--- config.mk ---
export PLATFORM = sky130hd
export DESIGN_NAME = tube_readout_ctrl_flat
export DESIGN_NICKNAME = d
export VERILOG_FILES = /design/src/rtl/tube_pkg.sv /design/src/rtl/tube_readout_ctrl_if.sv /design/src/rtl/trig_edge_sync.sv /design/src/rtl/tube_readout_ctrl.sv /design/src/flat_wrapper.sv
export SDC_FILE = /design/constraint.sdc
export NUM_CORES = 1
export LEC_CHECK = 0
export BUFFER_PORTS_ARGS = -buffer_cell sky130_fd_sc_hd__clkbuf_2
export CORE_MARGIN = 4
export CORE_UTILIZATION = 46
export CTS_CLUSTER_DIAMETER = 80
export DETAILED_ROUTE_END_ITERATION = 16
export GPL_TIMING_DRIVEN = 0
export PLACE_DENSITY = 0.8
export SYNTH_ARGS = -nofsm -noshare
export SYNTH_HDL_FRONTEND = slang
export SYNTH_HIERARCHICAL = 1
export SYNTH_SLANG_ARGS = --single-unit
--- constraint.sdc ---
create_clock -name clk -period 1.9 [get_ports clk]
set_input_delay 0.095 -clock clk [delete_from_list [all_inputs] [get_ports clk]]
set_output_delay 0.095 -clock clk [all_outputs]
set_load 0.01 [all_outputs]
--- src/rtl/tube_pkg.sv ---
// Shared types and constants for the drift-tube readout sequencer.
package tube_pkg;

    localparam int unsigned TUBE_W = 8;
    localparam int unsigned FIFO_W = 16;
    localparam int unsigned IDX_W  = 8;
    localparam logic [7:0]  HEADER_TAG = 8'hA5;

    typedef enum logic [2:0] {
        IDLE,
        GATE,
        SETTLE,
        HEADER,
        READ,
        CLEAR
    } state_t;

endpackage

--- src/rtl/tube_readout_ctrl_if.sv ---
// Trigger, tube-counter and FIFO signals of the readout sequencer.
interface tube_readout_ctrl_if
    import tube_pkg::*;
#(
    parameter int unsigned NUM_TUBES = 8
);

    logic                          scinTrig;
    logic [TUBE_W*NUM_TUBES-1:0]   tubeData;
    logic                          fifoFull;
    logic                          gateEnable;
    logic                          tubeClr;
    logic                          fifoWrEn;
    logic [FIFO_W-1:0]             fifoDin;
    logic                          busy;
    logic [7:0]                    missedTrig;

    // master = sequencer side, slave = trigger/counter/FIFO environment
    modport master (
        input  scinTrig, tubeData, fifoFull,
        output gateEnable, tubeClr, fifoWrEn, fifoDin, busy, missedTrig
    );

    modport slave (
        output scinTrig, tubeData, fifoFull,
        input  gateEnable, tubeClr, fifoWrEn, fifoDin, busy, missedTrig
    );

endinterface

--- src/rtl/trig_edge_sync.sv ---
// Two-flop synchronizer for an asynchronous level plus a registered
// single-cycle rising-edge pulse.
module trig_edge_sync (
    input  logic clk,
    input  logic rst,
    input  logic din,
    output logic rise
);

    logic [1:0] sync;
    logic       prev;

    always_ff @(posedge clk) begin
        if (rst) begin
            sync <= '0;
            prev <= 1'b0;
            rise <= 1'b0;
        end else begin
            sync <= {sync[0], din};
            prev <= sync[1];
            rise <= sync[1] & ~prev;
        end
    end

endmodule

--- src/rtl/tube_readout_ctrl.sv ---
// Event sequencer: gate all tube counters on a trigger, let them settle,
// stream header plus every tube count into the FIFO, then clear and re-arm.
module tube_readout_ctrl
    import tube_pkg::*;
#(
    parameter int unsigned NUM_TUBES     = 8,
    parameter int unsigned GATE_CYCLES   = 200,
    parameter int unsigned SETTLE_CYCLES = 2
) (
    input  logic                clk,
    input  logic                clr,
    tube_readout_ctrl_if.master bus
);

    localparam int unsigned CNT_MAX  = (GATE_CYCLES > SETTLE_CYCLES) ? GATE_CYCLES : SETTLE_CYCLES;
    localparam int unsigned CNT_W    = (CNT_MAX > 1) ? $clog2(CNT_MAX) : 1;
    localparam logic [IDX_W-1:0] LAST_IDX = IDX_W'(NUM_TUBES - 1);

    state_t             state, state_nxt;
    logic [CNT_W-1:0]   cnt, cnt_nxt;
    logic [IDX_W-1:0]   idx, idx_nxt;
    logic [7:0]         event_num, event_nxt;
    logic [7:0]         missed, missed_nxt;
    logic               trig_rise;
    logic               wr_en;
    logic [TUBE_W-1:0]  sel;
    logic [FIFO_W-1:0]  din;

    trig_edge_sync u_trig_sync (
        .clk  (clk),
        .rst  (clr),
        .din  (bus.scinTrig),
        .rise (trig_rise)
    );

    always_ff @(posedge clk) begin
        if (clr) begin
            state     <= IDLE;
            cnt       <= '0;
            idx       <= '0;
            event_num <= '0;
            missed    <= '0;
        end else begin
            state     <= state_nxt;
            cnt       <= cnt_nxt;
            idx       <= idx_nxt;
            event_num <= event_nxt;
            missed    <= missed_nxt;
        end
    end

    // Next-state logic; one down-counter times both GATE and SETTLE
    always_comb begin
        state_nxt  = state;
        cnt_nxt    = cnt;
        idx_nxt    = idx;
        event_nxt  = event_num;
        missed_nxt = missed;
        wr_en      = ((state == HEADER) || (state == READ)) && !bus.fifoFull;

        if (trig_rise && (state != IDLE) && (missed != 8'hFF))
            missed_nxt = missed + 8'd1;

        case (state)
            IDLE: begin
                if (trig_rise) begin
                    state_nxt = GATE;
                    cnt_nxt   = CNT_W'(GATE_CYCLES - 1);
                end
            end
            GATE: begin
                if (cnt == '0) begin
                    state_nxt = SETTLE;
                    cnt_nxt   = CNT_W'(SETTLE_CYCLES - 1);
                end else begin
                    cnt_nxt = cnt - 1'b1;
                end
            end
            SETTLE: begin
                if (cnt == '0) state_nxt = HEADER;
                else           cnt_nxt   = cnt - 1'b1;
            end
            HEADER: begin
                if (wr_en) begin
                    state_nxt = READ;
                    idx_nxt   = '0;
                end
            end
            READ: begin
                if (wr_en) begin
                    if (idx == LAST_IDX) state_nxt = CLEAR;
                    else                 idx_nxt   = idx + 1'b1;
                end
            end
            CLEAR: begin
                state_nxt = IDLE;
                event_nxt = event_num + 8'd1;
            end
            default: state_nxt = IDLE;
        endcase
    end

    // Readout mux: selected tube count and the word presented to the FIFO
    always_comb begin
        sel = '0;
        for (int unsigned i = 0; i < NUM_TUBES; i++) begin
            if (idx == IDX_W'(i)) sel = bus.tubeData[i*TUBE_W +: TUBE_W];
        end
        case (state)
            HEADER:  din = {HEADER_TAG, event_num};
            READ:    din = {idx, sel};
            default: din = '0;
        endcase
    end

    assign bus.gateEnable = (state == GATE);
    assign bus.tubeClr    = clr | (state == CLEAR);
    assign bus.fifoWrEn   = wr_en;
    assign bus.fifoDin    = din;
    assign bus.busy       = (state != IDLE);
    assign bus.missedTrig = missed;

endmodule
--- src/flat_wrapper.sv ---
// flat-port wrapper written by rule: the top's interface ports become plain ports
module tube_readout_ctrl_flat import tube_pkg::*;
#(
    parameter int unsigned NUM_TUBES     = 8,
    parameter int unsigned GATE_CYCLES   = 200,
    parameter int unsigned SETTLE_CYCLES = 2
)
  (clk, clr, bus_scinTrig, bus_tubeData, bus_fifoFull, bus_gateEnable, bus_tubeClr, bus_fifoWrEn, bus_fifoDin, bus_busy, bus_missedTrig);
  tube_readout_ctrl_if #(.NUM_TUBES(NUM_TUBES)) bus_i ();
  input  logic clk;
  input  logic clr;
  input wire logic [$bits(bus_i.scinTrig)-1:0] bus_scinTrig;
  input wire logic [$bits(bus_i.tubeData)-1:0] bus_tubeData;
  input wire logic [$bits(bus_i.fifoFull)-1:0] bus_fifoFull;
  output wire logic [$bits(bus_i.gateEnable)-1:0] bus_gateEnable;
  output wire logic [$bits(bus_i.tubeClr)-1:0] bus_tubeClr;
  output wire logic [$bits(bus_i.fifoWrEn)-1:0] bus_fifoWrEn;
  output wire logic [$bits(bus_i.fifoDin)-1:0] bus_fifoDin;
  output wire logic [$bits(bus_i.busy)-1:0] bus_busy;
  output wire logic [$bits(bus_i.missedTrig)-1:0] bus_missedTrig;
  assign bus_i.scinTrig = bus_scinTrig;
  assign bus_i.tubeData = bus_tubeData;
  assign bus_i.fifoFull = bus_fifoFull;
  assign bus_gateEnable = bus_i.gateEnable;
  assign bus_tubeClr = bus_i.tubeClr;
  assign bus_fifoWrEn = bus_i.fifoWrEn;
  assign bus_fifoDin = bus_i.fifoDin;
  assign bus_busy = bus_i.busy;
  assign bus_missedTrig = bus_i.missedTrig;
  tube_readout_ctrl #(.NUM_TUBES(NUM_TUBES), .GATE_CYCLES(GATE_CYCLES), .SETTLE_CYCLES(SETTLE_CYCLES)) u_core (.clk(clk), .clr(clr), .bus(bus_i));
endmodule
Yosys cells after proc, flatten, opt, wreduce, memory -nomap -nowiden
Index checks and enable logic that the tools add are counted.
- register bits after elaboration: 39
- input bits: 68
- output and inout port bits: 28
- logic and storage cells: 74
- $add $sub $neg: 4
- eq/ne operators: 21
- mux-type cells: 24
- bitwise operators: 3
- reduce and logical (&&, ||, !) cells: 14
- operators by type and width (operator ; count):
    $mux W8 ; 14
    $eq A8 B3 Y1 const B ; 4
    $pmux W16 S2 ; 1
    $add A8 B1 Y8 const B ; 3
    $pmux W8 S3 ; 1
    $mux W3 ; 6
    $eq A8 B2 Y1 const B ; 2
    $logic_not A8 Y1 ; 2
    $pmux W8 S2 ; 1
    $pmux W3 S5 ; 1
    $ne A2 B2 Y1 const B ; 6
    $eq A8 B1 Y1 const B ; 1
    $ne A8 B8 Y1 const B ; 1
    $sub A8 B1 Y8 const B ; 1
    $eq A3 B2 Y1 const B ; 2
    $eq A3 B3 Y1 const B ; 2
    $reduce_and A6 Y1 ; 1
    $reduce_bool A3 Y1 ; 2
    $ne A2 B1 Y1 const B ; 2
    $reduce_and A4 Y1 ; 1
    $eq A3 B1 Y1 const B ; 1
    $logic_and A1 B1 Y1 ; 3
    $logic_not A3 Y1 ; 1
    $reduce_and A3 Y1 ; 1
    other kinds (6) ; 6

Logic depth before layout (Yosys ltp)
- word-level depth: 10
- depth in mapped cells: 9
- depth with buffers taken out: 7

Cells and area by module
The synthesis kept the hierarchy.
- modules (own cells, without submodules) (module ; instances ; cells an instance ; area an instance (um2) ; sequential area each (um2)):
    tube_readout_ctrl ; 1 ; 356 ; 2641.3 ; 700.7
    trig_edge_sync ; 1 ; 8 ; 111.4 ; 80.1

Worst setup path after synthesis
Ideal clock, no wire load.
- path type: reg2out
- start point: register u_core.idx[1]
- end point: output bus_fifoDin[5]
- arrival: 1.839 ns
- required time: 1.805 ns
- slack: -0.034 ns
- stages on the path, launching flop included: 9
- path through: dfxtp_1 -> inv_1 -> ha_1 -> clkbuf_1 -> nand2b_1 -> o22ai_1 -> o311ai_0 -> o21ai_0 -> o21ai_0
- longest elaborated chain between the ends: 10
- elaborated cells on any way between the ends: 17
- classes of those cells: eq/ne (7); mux (9); reduce/logical (1)
- RTL lines (what ; line ; RTL):
    from (decl) ; tube_readout_ctrl.sv:21 ; logic [IDX_W-1:0] idx, idx_nxt;
    from (signal assigned) ; tube_readout_ctrl.sv:46 ; idx <= idx_nxt;
    $logic_not A8 Y1 ; tube_readout_ctrl.sv:107 ; if (idx == IDX_W'(i)) sel = bus.tubeData[i*TUBE_W +: TUBE_W];
    $mux W8 (7 in a row) ; tube_readout_ctrl.sv:107 ;
    $mux W8 * ; tube_readout_ctrl.sv:107 ;
    $pmux W16 S2 * ; tube_readout_ctrl.sv:109 ; case (state)
    to (decl) ; flat_wrapper.sv:18 ; output wire logic [$bits(bus_i.fifoDin)-1:0] bus_fifoDin;
Every way passes the cells marked *; elsewhere a longest branch is shown, timed or not.

Final worst setup path
- start point: register u_core.idx[1]
- end point: output bus_fifoDin[2]
The elaborated chain is that of the path after synthesis.

==> metrics.md <==
| Metric | Value |
|---|---|
| Die height | `between 80 and 90 microns` |
| Port Buffer Count | `95` |
| FF-to-FF End | `u_core/cnt[4]` |
| Cell Area, Synth | `0.00275 sq mm` |
| NumNets Final | `550` |
| Worst clock skew | `0.00763 ns` |
| DR vias/cell | `5.99` |
| GRT overflow | `0` |
| Worst-path clk slew | `about 0.080 ns` |
| Diodes inserted | `0` |
| Final setup fails | `8` |
| TritonCTS Buffers | `5` |
| Ys Warns | `6` |
| Setup crit end kind | `output pin` |
| Worst setup endpoint | `bus_fifoDin[2]` |
| Period utilization | `111%` |
| Worst R2R Setup Slack | `0.03 ns` |
| Commonest non-fill, non-tap cell in the layout | `clkbuf_2` |
| Final Max Slew Viols | `0` |
| Yosys cell types | `57` |
| Pre-CTS setup slack | `-0.509 ns` |
| Leakage | `1.58 nW` |
| Commonest cells after routing, fill and taps aside | `93 x clkbuf_2, 36 x nor2_1, 29 x dfxtp_1` |
| Initial core utilization | `48.8%` |
| Row count | `27` |
| Cells on worst reg2reg path | `7` |
| CTS Sinks | `39` |
| CP arrival | `2.02 ns` |
| DRT iter0 DRCs | `195` |
| Total track usage | `a little under a quarter` |
| Initial antenna violation count | `0` |
| Post-synth EDFFs | `0` |
| Final Hold Fails | `0` |
| Asr flop ratio synth | `0%` |
| Skew-Pair Late Insertion Delay | `0.30 ns` |
| Failing checks | `negative setup slack` |
| Fill cells | `approximately 450` |
| Setup tns final | `-0.839 ns` |
| Max_slew headroom | `64.9%` |
| Minimum clock period | `2.12 ns` |
| I/O pin count | `96` |
| Hpwl dp | `about 6400 microns` |
| Max_cap viols | `0` |
| Vias in the first global route | `just over 3,000` |
| Ys flop type | `dfxtp_1` |
| Seq/Total Area, Yosys | `between 20 and 30%` |
| Die width | `85.4 microns` |
| Yosys top cell area share | `28.4%` |
| Max Freq | `472 MHz` |
| Setup slack after layout | `-0.218 ns` |
| Die area | `0.00729 sq mm` |
| Required @ worst endpoint | `1.80 ns` |
| Antenna Nets Post-Route | `0` |
| Net Count, Synth | `440` |
| Yosys reg bits | `39` |
| GPL Wtd Cong | `0.921` |
| CTS tree | `built` |
| CTS Buffer Depth | `2` |
| Area Overhead vs Synth | `40.2%` |
| Share of cells above drive strength 1 | `40.6%` |
| RSZ-0062 raised after global routing | `yes` |
| Top cells by area, synth | `dfxtp_1 28%, nor2_1 5.3%, a21oi_1 5.1%` |
| Area leader, netlist | `dfxtp_1` |
| Via Count | `3,278` |
| Crit path max fanout | `6` |
| IR Drop Worst-Case VDD | `0.594 mV` |
| Detailed Routing Iterations Pass 1 | `4` |
| WL/cell | `16.4 microns` |
| CTS Root Cell | `clkbuf_8` |
| Core Region | `0.00564 sq mm` |
| Worst r2r src | `u_core/cnt[1]` |
| First-pass GRT wire length | `14,200 microns` |
| Critical path class | `flop to output pin` |
| Synthesized area per cell | `7.56 sq um` |
| DRT Wirelength | `8990 microns` |
| Worst Max-Slew Pin Slew | `0.526 ns` |
| Syn Inst Count | `364` |
| H-tree depth | `2` |
| Largest net degree at the start of global routing | `14` |
| Crit path from | `u_core/idx[1]` |
| Startpoint Class | `flop` |
| DRC | `0` |
| Pwr dens | `633 mW/mm^2` |
| Status | `finished, violations left` |
| Hold Crit Class | `input port to flop` |
sequential cells by signal, summed over array words and instances, names as in the netlist:
name / count
u_core/event_num: 8
u_core/u_trig_sync/rise: 1
u_core/state: 3
u_core/bus.missedTrig: 8
u_core/u_trig_sync/prev: 1
u_core/cnt: 8
u_core/u_trig_sync/sync: 2
u_core/idx: 8
kinds of logic after synthesis:
family / after synthesis / share of synthesized area [%]
xor+xnor: 19 / 6.05
fa+ha+maj: 8 / 3.64
buf+inv: 40 / 6.00
flops: 39 / 28.4
mux: 3 / 1.14
compound gates: 118 / 29.2
simple gates: 137 / 25.6
routing by layer:
layer / wire [microns] / part of all wire (%) / GRT usage, %
met5: 0 / 0 / 0
met2: 4410 / 49 / 41.8
met3: 864 / 9.6 / 4.85
met4: 202 / 2.2 / 7.63
met1: 3510 / 39 / 27.9
worst min-delay path by stage:
stage,start,to,slack [ns],cells past startpoint
after global placement,bus_scinTrig,u_core/u_trig_sync/sync[0],0.31,2
after CTS,bus_scinTrig,u_core/u_trig_sync/sync[0],0.007,2
final,bus_scinTrig,u_core/u_trig_sync/sync[0],0.007,2
after global routing,bus_scinTrig,u_core/u_trig_sync/sync[0],0.02,2
after floorplan,clr,u_core/u_trig_sync/rise,0.17,1
after detailed placement,bus_scinTrig,u_core/u_trig_sync/sync[0],0.31,2
worst max-delay path, stage by stage (launching register included):
cell,delay [ns]
dfxtp_4,0.38
inv_4,0.09
ha_4,0.16
buf_8,0.12
nand2b_4,0.13
buf_6,0.12
o22ai_2,0.07
o31ai_2,0.26
nand4_1,0.14
nand2_1,0.12
buf_2,0.14
timing repair:
item | CTS | global route
setup buffers | 9 | 5
pin swaps | 13 | 22
resized for setup | 69 | 52
endpoints found under the setup margin | 16 | 29
hold buffers | 0 | 0
metrics by stage:
step           power [mW]  hold WS, ns  cells  utilization, %  cell area, sq um
2_1_floorplan        1.47        0.166    364               -              2750
3_3_place_gp         1.67        0.310    531            58.8              3320
3_5_place_dp         1.69        0.313    531            58.8              3320
4_1_cts              2.31      0.00710    544            65.5              3690
5_1_grt              2.57       0.0176    547            68.4              3860
6_report             2.44      0.00704    547            68.4              3860
Yosys cell counts, types with 4 or more instances:
| cell type | number |
|---|---|
| dfxtp_1 | 39 |
| nor2_1 | 39 |
| a21oi_1 | 28 |
| nand2_1 | 26 |
| o21ai_0 | 19 |
| inv_1 | 18 |
| a22oi_1 | 17 |
| clkbuf_1 | 15 |
| nand3_1 | 12 |
| xor2_1 | 12 |
| o22ai_1 | 11 |
| nand4_1 | 9 |
| ha_1 | 8 |
| nand2b_1 | 8 |
| nor3_1 | 8 |
| xnor2_1 | 7 |
| nor2b_1 | 6 |
| o21a_1 | 6 |
| and2_1 | 5 |
| o31ai_1 | 5 |
| and3_1 | 4 |
| o221ai_1 | 4 |
| o22a_1 | 4 |
power by group:
group | switching, mW | internal, mW
Sequential | 0.0785 | 0.875
Combinational | 0.499 | 0.422
Clock | 0.311 | 0.256
Total | 0.889 | 1.55
layout make-up:
type,instances,area (sq um),area share (%)
inverter,18,85.1,2.20
sequential,39,801,20.8
clock buffer,5,68.8,1.78
timing repair buffer,109,584,15.1
clock inverter,3,20.0,0.519
buffer,16,110,2.85
multi-input combinational,285,2100,54.4
tap,72,90.1,2.33
No activity file was read; power rests on OpenSTA's default activity.
